--- config.mk ---
export PLATFORM = sky130hd
export DESIGN_NAME = tetris_input_ctrl
export DESIGN_NICKNAME = d
export VERILOG_FILES = /design/src/rtl/tetris_input_pkg.sv /design/src/rtl/key_repeat_fsm.sv /design/src/rtl/tetris_input_ctrl.sv
export SDC_FILE = /design/constraint.sdc
export NUM_CORES = 1
export LEC_CHECK = 0
export ABC_AREA = 0
export BUFFER_PORTS_ARGS = -buffer_cell sky130_fd_sc_hd__buf_4
export CORE_AREA = 2 2 82 84
export CTS_CLUSTER_DIAMETER = 100
export DETAILED_ROUTE_END_ITERATION = 8
export DIE_AREA = 0 0 84 86
export PLACE_DENSITY = 0.77
export SLEW_MARGIN = 25
export SYNTH_ARGS = -nofsm -noshare
export SYNTH_HDL_FRONTEND = slang
export SYNTH_SLANG_ARGS = --single-unit
export TNS_END_PERCENT = 100
--- constraint.sdc ---
create_clock -name Clk -period 2.1 [get_ports Clk]
set_clock_uncertainty 0.05 [all_clocks]
set_input_delay 0.42 -clock Clk [delete_from_list [all_inputs] [get_ports Clk]]
set_output_delay 0.42 -clock Clk [all_outputs]
set_load 0.05 [all_outputs]
--- src/rtl/tetris_input_pkg.sv ---
// Shared action indices, HID keycodes and FSM state encoding for the Tetris keyboard front end.
package tetris_input_pkg;

    typedef enum logic [2:0] {
        LEFT      = 3'd0,
        RIGHT     = 3'd1,
        SOFT_DROP = 3'd2,
        ROT_CW    = 3'd3,
        ROT_CCW   = 3'd4,
        HARD_DROP = 3'd5,
        PAUSE     = 3'd6
    } action_e;

    typedef enum logic [1:0] {
        IDLE,
        DAS,
        REPEAT
    } fsm_state_e;

    // USB HID usage codes, indexed by action_e
    localparam logic [7:0] KEY_CODE [0:6] = '{8'h50, 8'h4F, 8'h51, 8'h52, 8'h1D, 8'h2C, 8'h13};

    function automatic int unsigned max_u(input int unsigned a, input int unsigned b);
        return (a > b) ? a : b;
    endfunction

    function automatic int unsigned cnt_width(input int unsigned das, input int unsigned arr);
        return $clog2(max_u(das, arr) + 1);
    endfunction

endpackage

--- src/rtl/key_repeat_fsm.sv ---
// Per-action press / delayed-auto-shift / auto-repeat sequencer, advancing once per frame tick.
module key_repeat_fsm
    import tetris_input_pkg::*;
#(
    parameter int unsigned DAS_DELAY  = 10,
    parameter int unsigned ARR_PERIOD = 2,
    parameter bit          REPEATABLE = 1'b1
) (
    input  logic clk,
    input  logic rst_n,
    input  logic tick,
    input  logic pressed,
    output logic pulse
);

    localparam int unsigned CW = cnt_width(DAS_DELAY, ARR_PERIOD);
    localparam logic [CW-1:0] CNT_MAX  = CW'(max_u(DAS_DELAY, ARR_PERIOD));
    localparam logic [CW-1:0] DAS_LAST = CW'(DAS_DELAY - 1);
    localparam logic [CW-1:0] ARR_LAST = CW'(ARR_PERIOD - 1);

    fsm_state_e    state;
    logic [CW-1:0] cnt;

    always_ff @(posedge clk or negedge rst_n) begin
        if (!rst_n) begin
            state <= IDLE;
            cnt   <= '0;
            pulse <= 1'b0;
        end else begin
            pulse <= 1'b0;
            if (tick) begin
                unique case (state)
                    IDLE: begin
                        if (pressed) begin
                            pulse <= 1'b1;
                            state <= DAS;
                            cnt   <= '0;
                        end
                    end
                    DAS: begin
                        if (!pressed) begin
                            state <= IDLE;
                            cnt   <= '0;
                        end else if (REPEATABLE) begin
                            if (cnt == DAS_LAST) begin
                                pulse <= 1'b1;
                                state <= REPEAT;
                                cnt   <= '0;
                            end else if (cnt != CNT_MAX) begin
                                cnt <= cnt + 1'b1;
                            end
                        end
                    end
                    REPEAT: begin
                        if (!pressed) begin
                            state <= IDLE;
                            cnt   <= '0;
                        end else if (cnt == ARR_LAST) begin
                            pulse <= 1'b1;
                            cnt   <= '0;
                        end else if (cnt != CNT_MAX) begin
                            cnt <= cnt + 1'b1;
                        end
                    end
                    default: begin
                        state <= IDLE;
                        cnt   <= '0;
                    end
                endcase
            end
        end
    end

endmodule

--- src/rtl/tetris_input_ctrl.sv ---
// Keyboard-to-game-action front end: keycode decode, vsync frame tick, per-action DAS/ARR and pause gating.
module tetris_input_ctrl
    import tetris_input_pkg::*;
#(
    parameter int unsigned            NUM_KEYS    = 4,
    parameter int unsigned            NUM_ACTIONS = 7,
    parameter int unsigned            DAS_DELAY   = 10,
    parameter int unsigned            ARR_PERIOD  = 2,
    parameter logic [NUM_ACTIONS-1:0] REPEAT_MASK = 7'b0000111
) (
    input  logic                     Clk,
    input  logic                     reset_rtl_0,
    input  logic [8*NUM_KEYS-1:0]    keycodes,
    input  logic                     vsync,
    output logic [NUM_ACTIONS-1:0]   action_pulse,
    output logic [NUM_ACTIONS-1:0]   action_held,
    output logic                     pause,
    output logic                     frame_tick
);

    localparam logic [NUM_ACTIONS-1:0] PAUSE_BIT = NUM_ACTIONS'(1) << int'(PAUSE);

    logic                   vs_meta;
    logic                   vs_sync;
    logic                   vs_prev;
    logic [NUM_ACTIONS-1:0] raw;
    logic [NUM_ACTIONS-1:0] eff;
    logic [NUM_ACTIONS-1:0] fsm_pulse;

    always_ff @(posedge Clk or negedge reset_rtl_0) begin
        if (!reset_rtl_0) begin
            vs_meta    <= 1'b0;
            vs_sync    <= 1'b0;
            vs_prev    <= 1'b0;
            frame_tick <= 1'b0;
        end else begin
            vs_meta    <= vsync;
            vs_sync    <= vs_meta;
            vs_prev    <= vs_sync;
            frame_tick <= vs_sync & ~vs_prev;
        end
    end

    always_comb begin
        raw = '0;
        for (int unsigned a = 0; a < NUM_ACTIONS; a++) begin
            for (int unsigned k = 0; k < NUM_KEYS; k++) begin
                if (keycodes[8*k +: 8] == KEY_CODE[a]) begin
                    raw[a] = 1'b1;
                end
            end
        end
    end

    // Opposing directions cancel: both are seen as released while held together
    always_comb begin
        eff               = raw;
        eff[int'(LEFT)]   = raw[int'(LEFT)]   & ~raw[int'(RIGHT)];
        eff[int'(RIGHT)]  = raw[int'(RIGHT)]  & ~raw[int'(LEFT)];
        eff[int'(ROT_CW)] = raw[int'(ROT_CW)] & ~raw[int'(ROT_CCW)];
        eff[int'(ROT_CCW)] = raw[int'(ROT_CCW)] & ~raw[int'(ROT_CW)];
    end

    always_ff @(posedge Clk or negedge reset_rtl_0) begin
        if (!reset_rtl_0) begin
            action_held <= '0;
        end else if (frame_tick) begin
            action_held <= eff;
        end
    end

    for (genvar a = 0; a < NUM_ACTIONS; a++) begin : g_act
        localparam bit RPT = REPEAT_MASK[a] && (a != int'(HARD_DROP)) && (a != int'(PAUSE));

        key_repeat_fsm #(
            .DAS_DELAY (DAS_DELAY),
            .ARR_PERIOD(ARR_PERIOD),
            .REPEATABLE(RPT)
        ) u_fsm (
            .clk    (Clk),
            .rst_n  (reset_rtl_0),
            .tick   (frame_tick),
            .pressed(eff[a]),
            .pulse  (fsm_pulse[a])
        );
    end

    always_ff @(posedge Clk or negedge reset_rtl_0) begin
        if (!reset_rtl_0) begin
            pause <= 1'b0;
        end else if (fsm_pulse[int'(PAUSE)]) begin
            pause <= ~pause;
        end
    end

    // While paused only the pause action itself reaches the game; other FSMs keep running
    always_comb begin
        action_pulse = pause ? (fsm_pulse & PAUSE_BIT) : fsm_pulse;
    end

endmodule

==> results of run 1 <==
[power by group through the flow]
stage / logic (mW) / registers (mW) / clock network, mW
detailed placement: 0.653 / 0.961 / 0
global placement: 0.631 / 0.956 / 0
floorplan: 0.386 / 0.979 / 0
CTS: 0.664 / 0.945 / 0.767
global route: 0.757 / 0.955 / 0.808
finish: 0.681 / 0.944 / 0.746
[through the flow]
| step | cell area, um2 | cells | hold slack, ps | setup WS, ps |
|---|---|---|---|---|
| finish | 3700 | 461 | 48.2 | 10.1 |
| CTS | 3640 | 461 | 66.5 | -2.20 |
| detailed placement | 3490 | 452 | 287 | -341 |
| global placement | 3490 | 452 | 287 | -290 |
| global route | 3700 | 461 | 88.7 | -38.2 |
| floorplan | 2800 | 299 | 74.4 | -76.4 |
[cells by family after synthesis]
| logic type | after synthesis | synth area share |
|---|---|---|
| simple gates | 120 | 0.254 |
| compound gates | 65 | 0.171 |
| flops | 41 | 0.367 |
| buf+inv | 34 | 0.0470 |
| fa+ha+maj | 25 | 0.112 |
| xor+xnor | 8 | 0.0251 |
| mux | 6 | 0.0233 |
[timing repair]
item,in CTS,in global routing
setup buffers,1,0
pin swaps,0,2
endpoints found under the setup margin,1,9
hold buffers,0,0
gates resized for setup,2,12
[flip-flops by register name (all words and copies together), names as in the netlist]
signal	count
frame_tick	1
action_held	7
vs_sync	1
vs_meta	1
g_act.u_fsm.cnt	12
pause	1
g_act.u_fsm.pulse	7
g_act.u_fsm.state	10
vs_prev	1
[synth_stat cells (3+ instances only)]
cell type and n:
o2bb2ai_1 8, a21oi_1 15, dfrtp_1 41, nor4b_1 5, nor2_1 20, nand3_1 7
mux2_2 4, nand4_1 3, and2_1 4, ha_1 25, o311ai_0 3, o21ai_1 3
o21ai_0 9, inv_1 25, nor3_1 16, clkbuf_1 7, nor2b_1 12, a31oi_1 5
a21o_1 3, nand2_1 18, nor4_1 7, xor2_1 3, xnor2_1 5, nand4b_1 6
nand2b_1 4
[critical path, cell delays in order]
cell and delay (ps):
buf_6 90, or4_4 550, or4_4 510, o311a_4 160
nor2_8 130, o2111ai_4 140, o32ai_2 210
[per-layer routing]
layer	vias up	GRT usage	wire (um)
li1	1256	-	-
met1	1214	0.240	2940
met5	-	0	0
met3	14	0.0346	253
met4	0	0.0557	109
met2	60	0.353	3610
[layout make-up]
cell class	instances	share of cell area
flip-flops and latches	41	0.278
clock inverters	3	0.0176
inverters	25	0.0254
repair buffers	86	0.177
well taps	77	0.0261
clock buffers	5	0.0186
multi-input cells	224	0.458
[final timing paths]
path,startpoint,endpoint,cells after the start
worst max-delay path,keycodes[18],g_act[0].u_fsm.cnt[1]$_DFFE_PN0P_,7
worst min-delay path,reset_rtl_0,g_act[2].u_fsm.cnt[0]$_DFFE_PN0P_,1
worst max register to register,g_act[2].u_fsm.cnt[1]$_DFFE_PN0P_,g_act[2].u_fsm.state[1]$_DFFE_PN0P_,8
worst min register to register,vs_meta$_DFF_PN0_,vs_sync$_DFF_PN0_,0
max in group asynchronous,reset_rtl_0,g_act[4].u_fsm.state[0]$_DFFE_PN0P_,1
min in group Clk,vsync,vs_meta$_DFF_PN0_,1
==> summary.md, run 1 <==
| Metric | Value |
|---|---|
| Status | `complete, no violations` |
| Reg area | `0.00103 mm2` |
| Post-synth top area share | `0.367` |
| Initial antenna violation count | `0` |
| Worst Setup Path Type | `primary input to flip-flop` |
| ANT nets after route | `0` |
| Routed wire length per instance | `15.0 um` |
| Worst-margin pin slew | `738 ps` |
| Critical path startpoint category | `primary input` |
| RSZ-0062 raised after global routing | `true` |
| Number of global-route vias before repair | `2519` |
| Number of I/O pins | `51` |
| Register area share after synthesis | `0.367` |
| Fmax | `478 MHz` |
| Max cap viols | `0` |
| Worst-skew pair later-pin latency | `290 ps` |
| Full die area | `0.00722 mm2` |
| Most common cell after layout, fill and taps aside | `buf_4` |
| Routed wire length | `6910 um` |
| Final GP Congestion | `0.855` |
| Clk root buf | `clkbuf_8` |
| Slew Limit Headroom | `0.508` |
| #FFs+latches synth | `41` |
| GRT Total Usage | `0.196` |
| Vias | `2544` |
| Peak supply drop | `0.431 mV` |
| Multi-input logic area | `0.00169 mm2` |
| R2R setup slack | `340 ps` |
| Drt drc | `0` |
| Critical Path Sink Type | `flip-flop` |
| Slew Limit Fails | `0` |
| Total power | `2.37 mW` |
| Chip height | `86 um` |
| Diodes inserted | `0` |
| Clock network fraction of design power | `0.315` |
| Largest net degree at the start of global routing | `42` |
| Rows | `29` |
| Clk slew on worst S/H paths | `80 ps` |
| Final setup violation count | `0` |
| Hold Crit Class | `primary input to async pin` |
| Final Hold Fails | `0` |
| 1st-iter DRT viols | `135` |
| Num CTS Buffers | `5` |
| Initial core utilization | `0.445` |
| Core Region | `0.00628 mm2` |
| P_int | `1.63 mW` |
| CP Max Fanout | `6` |
| Number of synthesized flops with an enable pin | `0` |
| Filler instances | `561` |
| First-pass DRT Iterations | `4` |
| First-pass GRT wire length | `11600 um` |
| Critical Path AT | `2240 ps` |
| Min Clock Period, post-route | `2090 ps` |
| Post-Syn Area | `0.00279 mm2` |
| CTS max path bufs | `2` |
| Sw Ratio | `0.310` |
| Layout area overhead | `32.3%` |
| H-tree depth | `2` |
| Total grt overflow | `0` |
| Post-synthesis net count | `359` |
| Post-synth cell types | `58` |
| CTS Sinks | `41` |
| Layout cell share with drive strength beyond 1 | `0.310` |
| Most frequent cells in the layout | `buf_4, dfrtp_1, inv_1, ha_1, nor2_1` |
| Die width | `84 um` |
| CTS tree | `done` |
| Post-DP HPWL | `5160 um` |
| Vias per cell | `5.52` |
| Psw | `0.735 mW` |
| Worst path required time | `2250 ps` |
| LEAKAGE | `1.69 nW` |
| Combinational share of power | `0.287` |
| Synth warn | `0` |
| Setup_tns | `0 ps` |
| P per Cell Area | `641 mW/mm2` |
| Top post-synthesis cells by area | `dfrtp_1, ha_1, inv_1, nor3_1, a21oi_1` |
| Final period utilization | `0.995` |
| I/O Buffers | `50` |
| Sequential power share | `0.398` |
| FFs w/ async S/R, synth | `1.00` |
| Top_reg_cell synth | `dfrtp_1` |
| Synth area leader | `dfrtp_1` |
| Post-Syn Area per Cell | `9.34 um2` |
| Gate Count Post-Synth | `299` |
| Final Util | `0.589` |
| Final Net Count | `443` |
No activity file was read; power rests on OpenSTA's default activity.
==> run 2: changes to the inputs <==
--- a/config.mk
+++ b/config.mk
@@ -5,13 +5,13 @@
 export SDC_FILE = /design/constraint.sdc
 export NUM_CORES = 1
 export LEC_CHECK = 0
-export ABC_AREA = 0
+export ABC_AREA = 1
 export BUFFER_PORTS_ARGS = -buffer_cell sky130_fd_sc_hd__buf_4
-export CORE_AREA = 2 2 82 84
+export CORE_AREA = 2 2 88 90
 export CTS_CLUSTER_DIAMETER = 100
 export DETAILED_ROUTE_END_ITERATION = 8
-export DIE_AREA = 0 0 84 86
-export PLACE_DENSITY = 0.77
+export DIE_AREA = 0 0 90 92
+export PLACE_DENSITY = 0.75
 export SLEW_MARGIN = 25
 export SYNTH_ARGS = -nofsm -noshare
 export SYNTH_HDL_FRONTEND = slang
==> run 2 against run 1 <==
Cell area grew 2.5%; first-iteration DRC count grew 73%; utilization shrank 8.0 points; largest cell class unchanged; critical path type unchanged; die area grew 15%; critical path depth grew 4; highest routed layer unchanged.
==> summary.md, run 2 <==
| Metric | Value |
|---|---|
| Status | `complete, no violations` |
| Worst Setup Path Type | `primary input to flip-flop` |
| Total power | `2.22 mW (-6.2%)` |
| Initial antenna violation count | `0 (unchanged)` |
| Drt drc | `0 (unchanged)` |
| Initial core utilization | `0.427 (-0.0182)` |
| Final Hold Fails | `0 (unchanged)` |
| Synth area leader | `dfrtp_1` |
| Biggest register | `g_act.u_fsm.cnt` |
| H-tree depth | `2 (unchanged)` |
| Cell with the most instances after synthesis | `nand2_1` |
| Post-Syn Area per Cell | `6.85 um2 (-27%)` |
| Synth cell count leaders | `nand2_1, inv_1, nor2_1, nand3_1, dfrtp_1` |
| Clk root buf | `clkbuf_8` |
| Post-DP HPWL | `5620 um (+8.9%)` |
| Layout area overhead | `19.2%` |
| Hold_ws | `45.5 ps (-2.73 ps)` |
| Final Net Count | `578 (+30%)` |
| Core Region | `0.00745 mm2 (+19%)` |
| Setup WS pre-CTS | `39.5 ps (+380 ps)` |
| Number of global-route vias before repair | `2890 (+15%)` |
| #FFs+latches synth | `41 (unchanged)` |
| Setup_tns | `0 ps (unchanged)` |
| I/O Buffers | `50 (unchanged)` |
| Hold buffer count at CTS | `0 (unchanged)` |
| Worst setup startpoint | `keycodes[5]` |
| Post-Syn Area | `0.00318 mm2 (+14%)` |
| CP cell instances | `buf_4 > inv_1 > nand2_1 > nor3_1 > nand3_1 > nand2_1 > nor2_1 > and2_1 > ha_1 > nor2_1 > xor2_1` |
| Hold Crit Class | `primary input to async pin` |
| Peak supply drop | `0.303 mV (-30%)` |
| Top post-synthesis cells by area | `dfrtp_1, nand2_1, ha_1, inv_1, nand3_1` |
| Rows | `32 (+10%)` |
| Crit-path max cell delay | `260 ps (-290 ps)` |
| Final period utilization | `0.849 (-0.147)` |
| Vias | `3033 (+19%)` |
| Slew Limit Fails | `0 (unchanged)` |
| Final worst setup slack | `318 ps (+308 ps)` |
| Placed cells | `613 (+36%)` |
| Clk slew on worst S/H paths | `80 ps (about the same)` |
| Slowest cell on the critical path | `ha_1` |
| 1st-iter DRT viols | `233 (+73%)` |
| Largest net degree at the start of global routing | `42 (unchanged)` |
| CTS tree | `done` |
| Worst path required time | `2260 ps (about the same)` |
| Critical Path Sink Type | `flip-flop` |
| Top_reg_cell synth | `dfrtp_1` |
| Final Util | `0.509 (-0.0799)` |
| Chip height | `92 um (+7.0%)` |
| First-pass GRT wire length | `12200 um (+5.1%)` |
| Max cap viols | `0 (unchanged)` |
| # Post-CTS Setup Buffers | `0 (-1)` |
| CTS max path bufs | `2 (unchanged)` |
| Cell area after layout | `0.00379 mm2 (+2.5%)` |
| Final GP Congestion | `0.902 (+5.5%)` |
| Synth warn | `0 (unchanged)` |
| Post-synthesis net count | `524 (+46%)` |
| Num CTS Buffers | `5 (unchanged)` |
| CTS Sinks | `41 (unchanged)` |
| Max FFs per register | `12 (unchanged)` |
| Post-CTS sizing | `0 (-2)` |
| P per Cell Area | `587 mW/mm2 (-8.5%)` |
| Diodes inserted | `0 (unchanged)` |
| Filler instances | `742 (+32%)` |
| Slew Limit Headroom | `0.637 (+0.129)` |
| Fmax | `561 MHz (+17%)` |
| Worst-margin pin slew | `545 ps (-193 ps)` |
| Number of I/O pins | `51 (unchanged)` |
| CP Max Fanout | `3 (-3)` |
| Full die area | `0.00828 mm2 (+15%)` |
| Register area share after synthesis | `0.323 (-0.0445)` |
| Critical Path AT | `1940 ps (-300 ps)` |
| Placed Area | `0.00367 mm2 (+5.0%)` |
| Total grt overflow | `0 (unchanged)` |
| Final non-filler cell total | `621 (+35%)` |
| Largest regs | `g_act.u_fsm.cnt (12), g_act.u_fsm.state (10)` |
| Layout cell share with drive strength beyond 1 | `0.191 (-0.119)` |
| Worst-skew pair later-pin latency | `290 ps (about the same)` |
| Vias per cell | `4.88 (-11%)` |
| ANT nets after route | `0 (unchanged)` |
| GRT Total Usage | `0.179 (-0.0169)` |
| Routed wire length per instance | `11.4 um (-24%)` |
| Most common cell after layout, fill and taps aside | `nand2_1` |
| Post-synth top area share | `0.323 (-0.0445)` |
| Number of synthesized flops with an enable pin | `0 (unchanged)` |
| LEAKAGE | `2.12 nW (+25%)` |
| Most frequent cells in the layout | `nand2_1, inv_1, nor2_1, nand3_1, buf_4` |
| Gate Count Post-Synth | `464 (+55%)` |
| Min Clock Period, post-route | `1780 ps (-308 ps)` |
| Final setup violation count | `0 (unchanged)` |
| First-pass DRT Iterations | `5 (+1)` |
| Die width | `90 um (+7.1%)` |
| RR Startpoint | `g_act[1].u_fsm.cnt[0]$_DFFE_PN0P_` |
| Post-synth cell types | `31 (-47%)` |
| Critical path startpoint category | `primary input` |
| Routed wire length | `7080 um (+2.4%)` |
| RSZ-0062 raised after global routing | `false` |
| FFs w/ async S/R, synth | `1.00 (unchanged)` |
==> run 2: path summary, 6_finish.rpt <==
path                                                       endpoint  slack (ps)  cells after the start
worst min register to register                    vs_sync$_DFF_PN0_         310                      0
min in group Clk                                  vs_meta$_DFF_PN0_         180                      1
worst max-delay path            g_act[3].u_fsm.state[0]$_DFFE_PN0P_         320                     11
worst min-delay path            g_act[2].u_fsm.state[0]$_DFFE_PN0P_          50                      1
max in group asynchronous         g_act[0].u_fsm.cnt[0]$_DFFE_PN0P_        1590                      1
worst max register to register  g_act[1].u_fsm.state[0]$_DFFE_PN0P_         500                      8
==> run 2: cell families after synthesis <==
logic type                 synth area share
and+or+nand+nor                       0.391
buffers and inverters                 0.115
DFF                                   0.323
AOI/OAI and AO/OA                    0.0484
adders and majority gates            0.0984
xor gates and xnor gates             0.0248
==> run 2: area by class of cell <==
class,instances,area (um2),share of cell area
Clock buffer,6,82.6,0.0218
Clock inverter,2,37.5,0.00990
Inverter,92,345,0.0911
Multi-Input combinational cell,327,1790,0.472
Sequential cell,41,1030,0.271
Tap cell,102,128,0.0337
Timing Repair Buffer,51,383,0.101
==> run 2: per-layer routing <==
| layer | up-vias | routed length (um) | GRT usage |
|---|---|---|---|
| li1 | 1549 | - | - |
| met1 | 1398 | 3110 | 0.216 |
| met2 | 79 | 3560 | 0.328 |
| met3 | 7 | 356 | 0.0345 |
| met4 | 0 | 48 | 0.0410 |
| met5 | - | 0 | 0 |
==> run 2: power breakdown <==
group | leakage, nW | total [mW] | internal, mW | switching (mW)
Sequential | 0.550 | 0.953 | 0.870 | 0.0828
Clock | 0.0574 | 0.664 | 0.387 | 0.278
Combinational | 1.51 | 0.607 | 0.227 | 0.380
==> run 2: worst max-delay path, delay by kind of cell <==
kind,cells,cell delay (ps)
AND/OR/NAND/NOR,7,900
adder cells (fa/ha/maj),1,260
XOR/XNOR,1,160
buffers and inverters,2,190
